**config.mk**
```make
export PLATFORM = sky130hd
export DESIGN_NAME = reg_fifo_alu
export DESIGN_NICKNAME = d
export VERILOG_FILES = /design/src/rtl/reg_fifo_alu.sv
export SDC_FILE = /design/constraint.sdc
export NUM_CORES = 1
export LEC_CHECK = 0
export ABC_AREA = 1
export CAP_MARGIN = 15
export CORE_MARGIN = 10
export CORE_UTILIZATION = 53
export DETAILED_ROUTE_END_ITERATION = 16
export PLACE_DENSITY = 0.85
export SYNTH_ARGS = -nofsm -noshare
export SYNTH_HDL_FRONTEND = slang
export SYNTH_SLANG_ARGS = --single-unit
```
**constraint.sdc**
```tcl
create_clock -name CLK -period 2.7 [get_ports CLK]
set_input_delay 0.54 -clock CLK [delete_from_list [all_inputs] [get_ports CLK]]
set_output_delay 0.54 -clock CLK [all_outputs]
set_load 0.005 [all_outputs]
```
**src/rtl/reg_fifo_alu.sv**
```systemverilog
// Register-mapped FIFO ALU: operand FIFOs A/B feed a bitwise/add stage into result FIFO Y.
// Optional sticky error flags at read address 7 are built when ALU_ERR_STATUS_EN is defined.

// Generic synchronous FIFO with registered occupancy; head reads 0 when empty.
// Latency: a push is visible at the head on the edge after it is written.
// Backpressure: push ignored when full, pop ignored when empty (both on registered state).
module reg_fifo_alu_fifo #(
    parameter int W     = 8,
    parameter int DEPTH = 4
) (
    input  logic         clk,
    input  logic         rst_n,
    input  logic         push,
    input  logic [W-1:0] push_dat,
    input  logic         pop,
    output logic [W-1:0] head_dat,
    output logic         full,
    output logic         empty
);
    localparam int AW    = $clog2(DEPTH);
    localparam int CNT_W = $clog2(DEPTH) + 1;

    logic [W-1:0]     mem [DEPTH];
    logic [AW-1:0]    wr_ptr;
    logic [AW-1:0]    rd_ptr;
    logic [CNT_W-1:0] count;
    logic             do_push;
    logic             do_pop;

    assign full     = (count == CNT_W'(DEPTH));
    assign empty    = (count == '0);
    assign do_push  = push && !full;
    assign do_pop   = pop && !empty;
    assign head_dat = empty ? '0 : mem[rd_ptr];

    always_ff @(posedge clk or negedge rst_n) begin
        if (!rst_n) begin
            wr_ptr <= '0;
            rd_ptr <= '0;
            count  <= '0;
        end else begin
            if (do_push) wr_ptr <= wr_ptr + AW'(1);
            if (do_pop)  rd_ptr <= rd_ptr + AW'(1);
            count <= count + CNT_W'(do_push) - CNT_W'(do_pop);
        end
    end

    // Storage needs no reset: the head is masked to 0 whenever the FIFO is empty.
    always_ff @(posedge clk) begin
        if (do_push) mem[wr_ptr] <= push_dat;
    end
endmodule

// Top: write port enqueues A/B or sets mode; compute pops one A/B pair per cycle into Y.
// Latency: result pushed into Y one edge after both operands are present; read_data is combinational.
// Backpressure: compute stalls while Y is full; writes to full operand FIFOs are dropped.
module reg_fifo_alu #(
    parameter int DATA_W = 8,
    parameter int DEPTH  = 4
) (
    input  logic              CLK,
    input  logic              RST_N,
    input  logic [2:0]        write_address,
    input  logic [DATA_W-1:0] write_data,
    input  logic              write_en,
    output logic              write_rdy,
    input  logic [2:0]        read_address,
    input  logic              read_en,
    output logic [DATA_W-1:0] read_data,
    output logic              read_rdy,
    output logic [DATA_W-1:0] a_ff_dout,
    output logic [DATA_W-1:0] b_ff_dout,
    output logic [DATA_W-1:0] y_ff_dout
);
    logic              rdy_q;
    logic [1:0]        mode_q;
    logic [1:0]        wr_mode;
    logic              wr_acc;
    logic              rd_acc;
    logic              a_push, b_push, y_pop, fire;
    logic              a_full, a_empty, b_full, b_empty, y_full, y_empty;
    logic [DATA_W-1:0] y_dat;

    assign write_rdy = rdy_q;
    assign read_rdy  = rdy_q;
    assign wr_acc    = write_en && rdy_q;
    assign rd_acc    = read_en && rdy_q;

    assign a_push = wr_acc && (write_address == 3'd4);
    assign b_push = wr_acc && (write_address == 3'd5);
    assign y_pop  = rd_acc && (read_address == 3'd3) && !y_empty;
    assign fire   = !a_empty && !b_empty && !y_full;

    generate
        if (DATA_W >= 2) begin : g_mode_wide
            assign wr_mode = write_data[1:0];
        end else begin : g_mode_narrow
            assign wr_mode = {1'b0, write_data[0]};
        end
    endgenerate

    always_comb begin
        y_dat = '0;
        case (mode_q)
            2'd0: y_dat = a_ff_dout | b_ff_dout;
            2'd1: y_dat = a_ff_dout & b_ff_dout;
            2'd2: y_dat = a_ff_dout ^ b_ff_dout;
            2'd3: y_dat = a_ff_dout + b_ff_dout;
            default: y_dat = '0;
        endcase
    end

    always_ff @(posedge CLK or negedge RST_N) begin
        if (!RST_N) begin
            rdy_q  <= 1'b0;
            mode_q <= 2'd0;
        end else begin
            rdy_q <= 1'b1;
            if (wr_acc && (write_address == 3'd6)) mode_q <= wr_mode;
        end
    end

    reg_fifo_alu_fifo #(.W(DATA_W), .DEPTH(DEPTH)) u_a_fifo (
        .clk(CLK), .rst_n(RST_N), .push(a_push), .push_dat(write_data),
        .pop(fire), .head_dat(a_ff_dout), .full(a_full), .empty(a_empty)
    );

    reg_fifo_alu_fifo #(.W(DATA_W), .DEPTH(DEPTH)) u_b_fifo (
        .clk(CLK), .rst_n(RST_N), .push(b_push), .push_dat(write_data),
        .pop(fire), .head_dat(b_ff_dout), .full(b_full), .empty(b_empty)
    );

    reg_fifo_alu_fifo #(.W(DATA_W), .DEPTH(DEPTH)) u_y_fifo (
        .clk(CLK), .rst_n(RST_N), .push(fire), .push_dat(y_dat),
        .pop(y_pop), .head_dat(y_ff_dout), .full(y_full), .empty(y_empty)
    );

`ifdef ALU_ERR_STATUS_EN
    logic [2:0] err_q;
    logic [2:0] err_evt;
    logic       err_clr;

    assign err_evt[0] = a_push && a_full;
    assign err_evt[1] = b_push && b_full;
    assign err_evt[2] = rd_acc && (read_address == 3'd3) && y_empty;
    assign err_clr    = rd_acc && (read_address == 3'd7);

    // An event coinciding with the clear survives it.
    always_ff @(posedge CLK or negedge RST_N) begin
        if (!RST_N) err_q <= 3'b0;
        else        err_q <= (err_clr ? 3'b0 : err_q) | err_evt;
    end
`endif

    always_comb begin
        read_data = '0;
        case (read_address)
            3'd0: read_data = DATA_W'(!a_full);
            3'd1: read_data = DATA_W'(!b_full);
            3'd2: read_data = DATA_W'(!y_empty);
            3'd3: read_data = y_ff_dout;
            3'd6: read_data = DATA_W'(mode_q);
`ifdef ALU_ERR_STATUS_EN
            3'd7: read_data = DATA_W'(err_q);
`endif
            default: read_data = '0;
        endcase
    end
endmodule

```
==> results of run 1 <==
[placed cells by master (no fill, tap or decap), drive strengths merged]
cell type	netlist	routed
inv	90	97
xnor2	2	2
nand3b	2	2
a211oi	1	1
ha	34	34
nand3	22	22
a22oi	1	1
o21bai	2	2
buf	15	43
nor3	2	2
dlymetal6s2s	0	12
clkbuf	0	18
nor2	120	120
nand2	55	55
xor2	12	12
o211ai	3	3
o21ai	59	59
clkdlybuf4s50	0	38
o22ai	8	8
clkinvlp	0	2
fa	4	4
clkinv	0	6
edfxtp	96	96
conb	1	1
dfrtp	24	24
nand4	2	2
dlygate4sd2	0	1
bufinv	0	1
a21oi	25	25
[cell usage after synthesis]
master / instances / area (sq um)
sky130_fd_sc_hd__a211oi_1: 1 / 7.51
sky130_fd_sc_hd__a21oi_1: 11 / 55.1
sky130_fd_sc_hd__a21oi_2: 14 / 123
sky130_fd_sc_hd__a22oi_1: 1 / 7.51
sky130_fd_sc_hd__buf_2: 5 / 25.0
sky130_fd_sc_hd__buf_4: 9 / 67.6
sky130_fd_sc_hd__buf_6: 1 / 11.3
sky130_fd_sc_hd__conb_1: 1 / 3.75
sky130_fd_sc_hd__dfrtp_1: 24 / 601
sky130_fd_sc_hd__edfxtp_1: 96 / 2880
sky130_fd_sc_hd__fa_1: 4 / 80.1
sky130_fd_sc_hd__ha_1: 34 / 425
sky130_fd_sc_hd__inv_1: 49 / 184
sky130_fd_sc_hd__inv_2: 40 / 150
sky130_fd_sc_hd__inv_4: 1 / 6.26
sky130_fd_sc_hd__nand2_1: 53 / 199
sky130_fd_sc_hd__nand2_2: 1 / 6.26
sky130_fd_sc_hd__nand2_4: 1 / 11.3
sky130_fd_sc_hd__nand3_1: 22 / 110
sky130_fd_sc_hd__nand3b_1: 2 / 15.0
sky130_fd_sc_hd__nand4_1: 2 / 12.5
sky130_fd_sc_hd__nor2_1: 119 / 447
sky130_fd_sc_hd__nor2_8: 1 / 20.0
sky130_fd_sc_hd__nor3_1: 1 / 5.00
sky130_fd_sc_hd__nor3_4: 1 / 16.3
sky130_fd_sc_hd__o211ai_1: 2 / 15.0
sky130_fd_sc_hd__o211ai_2: 1 / 12.5
sky130_fd_sc_hd__o21ai_0: 21 / 105
sky130_fd_sc_hd__o21ai_1: 37 / 185
sky130_fd_sc_hd__o21ai_2: 1 / 8.76
sky130_fd_sc_hd__o21bai_1: 2 / 15.0
sky130_fd_sc_hd__o22ai_1: 8 / 50.1
sky130_fd_sc_hd__xnor2_1: 2 / 17.5
sky130_fd_sc_hd__xor2_1: 12 / 105
[repair_timing]
item / 4_1_cts / 5_1_grt
gates resized for setup: 9 / 31
setup endpoints to repair: 26 / 31
setup buffers: 7 / 11
pin swaps: 5 / 12
cloned: 0 / 1
[layout make-up]
cell class                 instances  area share [%]
inverter                          90            4.72
sequential                       120            46.0
multi-input combinational        355            27.2
timing repair inverter             1          0.0825
clock buffer                      17            5.61
clock inverter                    15            2.10
tap                              140            2.31
timing repair buffer              95            11.9
[per-layer routing]
layer / vias to the layer above / track usage, % / wire length, microns / part of all wire [%]
met2: 178 / 30.0 / 7100 / 50
met3: 25 / 4.70 / 1050 / 7.5
met1: 2126 / 20.7 / 5620 / 40
met4: 0 / 7.03 / 300 / 2.1
li1: 2124 / - / - / -
met5: - / 0 / 0 / 0
[stage by stage]
step           instance area (sq um)  setup WS (ns)  hold slack [ns]  utilization, %
4_1_cts                         7430       -0.00380            0.505            68.0
2_1_floorplan                   5990          0.406            0.244               -
3_5_place_dp                    6760        -0.0723            0.560            61.8
6_report                        7580         0.0475            0.499            69.3
5_1_grt                         7580        -0.0255            0.526            69.3
3_3_place_gp                    6760         0.0385            0.554            61.8
[logic make-up (layout without fill, tap and decap cells)]
kind of cell	count (synthesis)	in the layout	synth area share, %
fa+ha+maj	38	38	8.44
flops	120	120	58.2
compound gates	99	99	9.76
buf+inv	105	218	7.42
other cells	1	1	0.0626
xor+xnor	14	14	2.05
simple gates	203	203	14.1
[flip-flops by register name, indices dropped and copies added, names as in the netlist]
name and flops:
read_rdy 1, u_b_fifo.rd_ptr 2, u_y_fifo.wr_ptr 2, u_b_fifo.count 3
mode_q 2, u_a_fifo.mem 32, u_y_fifo.mem 32, u_b_fifo.mem 32
u_y_fifo.count 3, u_b_fifo.wr_ptr 2, u_a_fifo.wr_ptr 2, u_y_fifo.rd_ptr 2
u_a_fifo.count 3, u_a_fifo.rd_ptr 2
[where the power goes]
part	switching, mW	internal [mW]
clock network	0.911	1.30
registers	0.291	2.84
logic	3.15	2.33
[how the worst max path moves through the flow]
stage	startpoint	end	slack, ns	cells past startpoint
detailed placement	read_address[1]	u_y_fifo.count[2]	-0.07	11
finish	u_b_fifo.rd_ptr[1]	b_ff_dout[2]	0.05	6
floorplan	u_a_fifo.rd_ptr[0]	u_y_fifo.mem[0][1]	0.41	9
CTS	u_a_fifo.rd_ptr[0]	a_ff_dout[5]	-0.004	6
global route	u_a_fifo.rd_ptr[0]	a_ff_dout[5]	-0.03	7
global placement	read_address[1]	u_y_fifo.count[2]	0.04	11
==> summary by stage, run 1 <==
Clock tree
At the later pin of the worst-skew pair, clock insertion delay measures between 0.4 and 0.5 ns. The number of buffers inserted for hold repair after clock tree synthesis is 0. The clock sink count is 120.

TritonCTS built the clock tree. The clock transition time at the flip-flop clock pins of the worst setup and hold paths is 0.06 ns. TritonCTS created 17 clock buffers. The maximum clock insertion buffer count is 2. The H-tree generated during clock tree synthesis spans 4 levels.

The tree is rooted in a sky130_fd_sc_hd__clkbuf_16.

STA
Setup total negative slack on the finished layout was measured at 0 ns. For the pin with the worst max-slew slack, the measured transition is 0.790 ns. After layout, the worst path uses between 90% and 100% of the clock period. The count of endpoints failing hold in the final timing report is 0. After layout, the minimum clock period comes to roughly 2.7 ns. The worst slew slack as a fraction of its limit is between 40% and 50%. Setup violations remaining at the end of the flow were counted as 0. The clock arrives with about 0.013 ns of skew. Timing would allow up to 377 MHz. The number of max-slew violations in the final report is 0.

Critical path
The cell repeated most along the worst path is sky130_fd_sc_hd__buf_4. Data on the critical path is required at its endpoint by around 2.2 ns. The element type at the critical path start is a flop. By startpoint and endpoint, the worst setup path is classified as reg -> out. The data arrival time at the worst-slack endpoint is 2.11 ns. The worst-case register-to-register setup slack is 0.13 ns. Among all stages on the critical path, the largest delay is contributed by sky130_fd_sc_hd__clkdlybuf4s50_1. Of all nets on the critical path, the largest fanout is 6. Walking the worst path, the cells encountered are buf_4, nor2_1, o21ai_0, a21oi_2, buf_4, clkdlybuf4s50_1. The buffer and inverter count on the worst path is 3. The launch instance of the worst register-to-register path is u_a_fifo.count[2]. The stage delay of the slowest cell on the critical path is about 0.5 ns. In this run the critical register-to-register path is captured at u_y_fifo.mem[3][4]. The endpoint class of the critical path is an output port. The worst reg2reg path depth is 11. Among cell families on the critical path, the largest total delay comes from buffers and inverters.

Routing
Wires add up to 14100 microns. The number of remaining DRC errors is 0. The routed layout has between 4000 and 5000 vias.

The detailed router finished its first iteration with 355 violations. In the final routed layout, each cell accounts on average for 16.9 microns. The post-detailed-route count of antenna-violating nets is 0. The first-pass iteration count of the detailed router is 5. Using the TritonRoute via totals, the vias-per-cell ratio works out to 5.35.

Power and ir drop
The worst-case IR drop observed on VDD is 0.712 mV. Summed over all cells, the static leakage comes to approximately 3.3 nW. The total power of the final layout is 10.8 mW.

The power density over cell area is 1430 nW/um^2.

Synth
The synthesized instance count is 580. When the netlist entered floorplanning its net count stood at approximately 640. After synthesis the netlist holds a flip-flop and latch count of 120. After synthesis, flip-flops and latches occupy 58.2% of the total area. The netlist area before placement is 5990 sq um.

The number of distinct library cell variants in the gate-level netlist after synthesis is 34. During synthesis, Yosys emitted a total of 0 warnings. Dividing the synthesized area by the synthesized cell count gives around 10 sq um.

Die
The die boundary height is 126 microns. The number of placement rows is 38. The number of top-level pins is 52.

The die footprint is 15900 sq um. The core region is 10900 sq um. The floorplan step set the die width to 126 microns. For this configuration, the core starts out at a cell density of 54.7%.

Global routing
The number of global-route vias before repair is 4569. The first global-routing pass estimated between 20000 and 25000 microns of wire. The number of antenna violations at the first check in global routing is 0. The largest net degree at the start of global routing is 25. The overall overflow remaining after global route is 0.

For this run, the total global-route usage over all layers was measured as roughly 18%.

Run status
The flow ran to the end, and the final reports show no timing, DRC or antenna violations.

Placed design
After legalization and detailed placement, the total HPWL measured 9670 microns. The number of cells after detailed placement is 782. The last weighted congestion value of the routability-driven placer is 0.885. During placement, the flow inserted port buffers numbering 51.

Cells and area
After the last flow step, the layout net total stands at 736. The fill cell total of the finished layout is 740. The proportion of layout cells with a drive suffix above 1 is between 20% and 30%. In the final layout, flip-flops and latches occupy 3490 sq um.

Compared with the post-synthesis result, the final layout area differs by 26.7%. Summing all multi-input logic gate instances after layout gives 2070 sq um. The finished layout holds 833 standard cells, fillers aside. The number of antenna diodes is 0.

Hold path
The kind of path behind the tightest hold check is in -> async.

Flow run
The tool flagged a number of max-cap violations equal to 0.
Note: power is estimated with default switching activity, not from simulation.
==> inputs of run 2 (changes only) <==
- CORE_UTILIZATION: 53 -> 35
- PLACE_DENSITY: 0.85 -> 0.64
==> run 2 against run 1 <==
Final area is 3.1% higher. Non-clock buffer count increased by 7. Critical endpoint is now b_ff_dout[5]. Largest power group unchanged. Flip-flop and latch count stayed put. Sequential share of layout area fell by 1.4 points. Die area grew 43%. Routed wire length up 1.1%. Critical path depth is the same. Register-to-register slack got worse by 0.02 ns. Clock skew shrank 0.0055 ns.
==> summary by stage, run 2 (same netlist as run 1, synthesis figures left out) <==
Clock tree
The insertion delay to the later sink of the worst-skew pair is 0.42 ns. The TritonCTS buffer count is 17. The CTS tree is built.

The clock sink count is 120. The maximum clock insertion buffer count is 2. In this run the clock root is driven by a sky130_fd_sc_hd__clkbuf_16. In this run, post-CTS hold repair placed 0 buffers.

The clock transition time at the flip-flop clock pins of the worst setup and hold paths is 0.06 ns. The number of levels in the clock H-tree is 4.

Routing
After the first detailed-routing iteration, the DRC count stood at roughly 250. The met1 wire length is roughly 6300 microns. The routed wire length on met3 is 977 microns. Across all layers, the routed design uses 4338 vias.

The routed wirelength normalized by instance count is 15.5 microns. The post-detailed-route count of antenna-violating nets is 0. Using the TritonRoute via totals, the vias-per-cell ratio works out to approximately 4.7. The top layer used by detailed routing is met4. After detailed routing, the number of remaining DRC violations is 0. Wire segments on met2 add up to 6690 microns in the final route. The total detailed-routing wirelength is 14200 microns. The first detailed-routing pass took 5 iterations.

Placed design
Detailed placement ended at an HPWL of 10200 microns. In this run the tool buffered the top-level ports with 51 buffer cells. Timing analysis after detailed placement gives a worst setup slack of -0.0144 ns.

The last weighted congestion value of the routability-driven placer is between 0.8 and 0.9.

Cells and area
The filler cells instantiated in the layout total around 1500. The number of antenna diodes is 0. The largest registers in the layout are u_a_fifo.mem x32, u_b_fifo.mem x32, u_y_fifo.mem x32. The proportion of layout cells with a drive suffix above 1 is between 20% and 30%. The top cell types in the final layout, fill and taps aside, are sky130_fd_sc_hd__nor2_1 (119), sky130_fd_sc_hd__edfxtp_1 (96), sky130_fd_sc_hd__nand2_1 (53). The final standard cell utilization of the core is a little under half.

The commonest non-fill, non-tap cell in the layout is sky130_fd_sc_hd__nor2_1. The number of nets in the layout is 742. From synthesis to final layout, the design area changed by 30.6%.

STA
Setup slack on the critical path of the routed design comes to approximately 0.085 ns. The final clock skew is 0.00723 ns. The number of max-slew violations in the final report is 0. The transition time at the pin with the least slew margin is between 0.8 and 0.9 ns. Setup repair after global routing could not meet its margin everywhere. The setup violation total in the final timing report is 0. The count of endpoints failing hold in the final timing report was 0. The smallest hold slack is between 0.4 and 0.5 ns. The share of the clock period used by the worst path after layout is roughly 97%. The time the final worst path needs with I/O delays and setup is around 2.6 ns.

Static timing analysis puts the maximum clock frequency at 382 MHz. The worst slew slack as a fraction of its limit is 45.0%.

Die
The initialized floorplan defines 47 standard-cell rows. The area of the core region is around 17000 sq um. 52 I/O pins were placed. The die covers ~23000 sq um. The die boundary height is 151 microns. Once the floorplan was initialized, standard cells occupied 35.8% of the core. The chip width is 151 microns.

Critical path
The element type at the critical path start is a flop. The launch instance of the worst register-to-register path is u_a_fifo.count[1]. In this run the worst path has a maximum fanout of 7. The largest single stage delay on the critical path is approximately 0.51 ns. The worst reg2reg path depth is 11. The endpoint class of the critical path is an output port. The critical path required time is roughly 2.2 ns. The end of the worst register-to-register path is u_y_fifo.mem[0][4]. The dominant delay contributor by cell family on the critical path is buffers and inverters. Counting both buffers and inverters, the worst setup path holds a total of 3. The worst register-to-register path has a setup slack of 0.11 ns. In this design, the critical path's most frequently occurring cell is sky130_fd_sc_hd__buf_4. The signal on the critical path passes through buf_4, nor2_1, o21ai_0, a21oi_2, buf_4, clkdlybuf4s50_1.

The type of the setup path with the least slack is reg -> out. The number of logic stages on the critical path including buffering is 6. Data on the critical path arrives at its endpoint at 2.07 ns. The slowest stage of the critical path is the sky130_fd_sc_hd__clkdlybuf4s50_1 cell.

Run status
The run finished with clean final reports.

Global routing
The largest net degree at the start of global routing is 25. The first global-routing pass estimated around 23000 microns of wire. The number of antenna violations at the first check in global routing is 0. The number of global-route vias before repair is roughly 4400. Global routing finished with a remaining overflow of 0. Across every metal layer, demand over resource in global routing totals 12.9%.

Flow run
Across the run, the number of max-cap violations was 0.

Hold path
The kind of path behind the tightest hold check is in -> async.

Power and ir drop
The design draws 11.2 mW. The worst-case IR drop observed on VDD is 0.970 mV. The standby leakage power is about 3.4 nW. The power density over cell area is 1440 nW/um^2.
run 2: cell count changes in the layout (fill, tap and decap cells not counted), sizes merged:
| cell | before | now |
|---|---|---|
| buf | 43 | 51 |
| bufinv | 1 | 4 |
| clkbuf | 18 | 21 |
| clkdlybuf4s50 | 38 | 41 |
| clkinv | 6 | 3 |
| clkinvlp | 2 | 4 |
| dlygate4sd2 | 1 | 0 |
| dlymetal6s2s | 12 | 10 |
| inv | 97 | 90 |
run 2: report_power, final:
part | switching (mW) | total [mW] | internal, mW | leakage (nW)
Sequential | 0.313 | 3.15 | 2.84 | 1.14
Combinational | 3.13 | 5.65 | 2.52 | 1.91
Clock | 0.792 | 2.43 | 1.64 | 0.305
Total | 4.23 | 11.2 | 6.99 | 3.36
run 2: final cells by class:
type	instances	area [sq um]	share of cell area, %
Sequential cell	120	3490	44.7
Multi-Input combinational cell	355	2090	26.7
Timing Repair Buffer	102	955	12.2
Clock buffer	21	480	6.14
Inverter	90	363	4.64
Tap cell	220	275	3.52
Clock inverter	11	168	2.14
run 2: per-layer routing:
| layer | up-vias | track usage (%) |
|---|---|---|
| met3 | 22 | 4.03 |
| met1 | 2066 | 15.9 |
| li1 | 2126 | - |
| met4 | 0 | 5.05 |
| met5 | - | 0 |
| met2 | 124 | 20.7 |
run 2: how the worst max path moves through the flow:
stage / startpoint / endpoint / slack, ns
4_1_cts: u_y_fifo.rd_ptr[0] / read_data[5] / -0.01
3_3_place_gp: read_address[1] / u_y_fifo.count[2] / 0.06
5_1_grt: u_y_fifo.rd_ptr[0] / y_ff_dout[7] / -0.03
3_5_place_dp: read_address[1] / u_y_fifo.count[2] / -0.01
2_1_floorplan: u_a_fifo.rd_ptr[0] / u_y_fifo.mem[0][1] / 0.41
6_report: u_b_fifo.rd_ptr[1] / b_ff_dout[5] / 0.09
run 2: timing repair:
item | in CTS | in global routing
endpoints found under the hold margin | 0 | 0
pin swaps | 5 | 6
setup endpoints to repair | 28 | 34
gates cloned | 0 | 1
setup buffers | 5 | 8
gates resized for setup | 10 | 30
run 2: per-stage QoR:
step	std cells	setup TNS (ns)	cell area, sq um
after global routing	919	-0.0669	7820
after floorplan	580	0	5990
final	919	0	7820
after CTS	910	-0.0148	7650
after detailed placement	873	-0.0144	6950
after global placement	873	0	6950
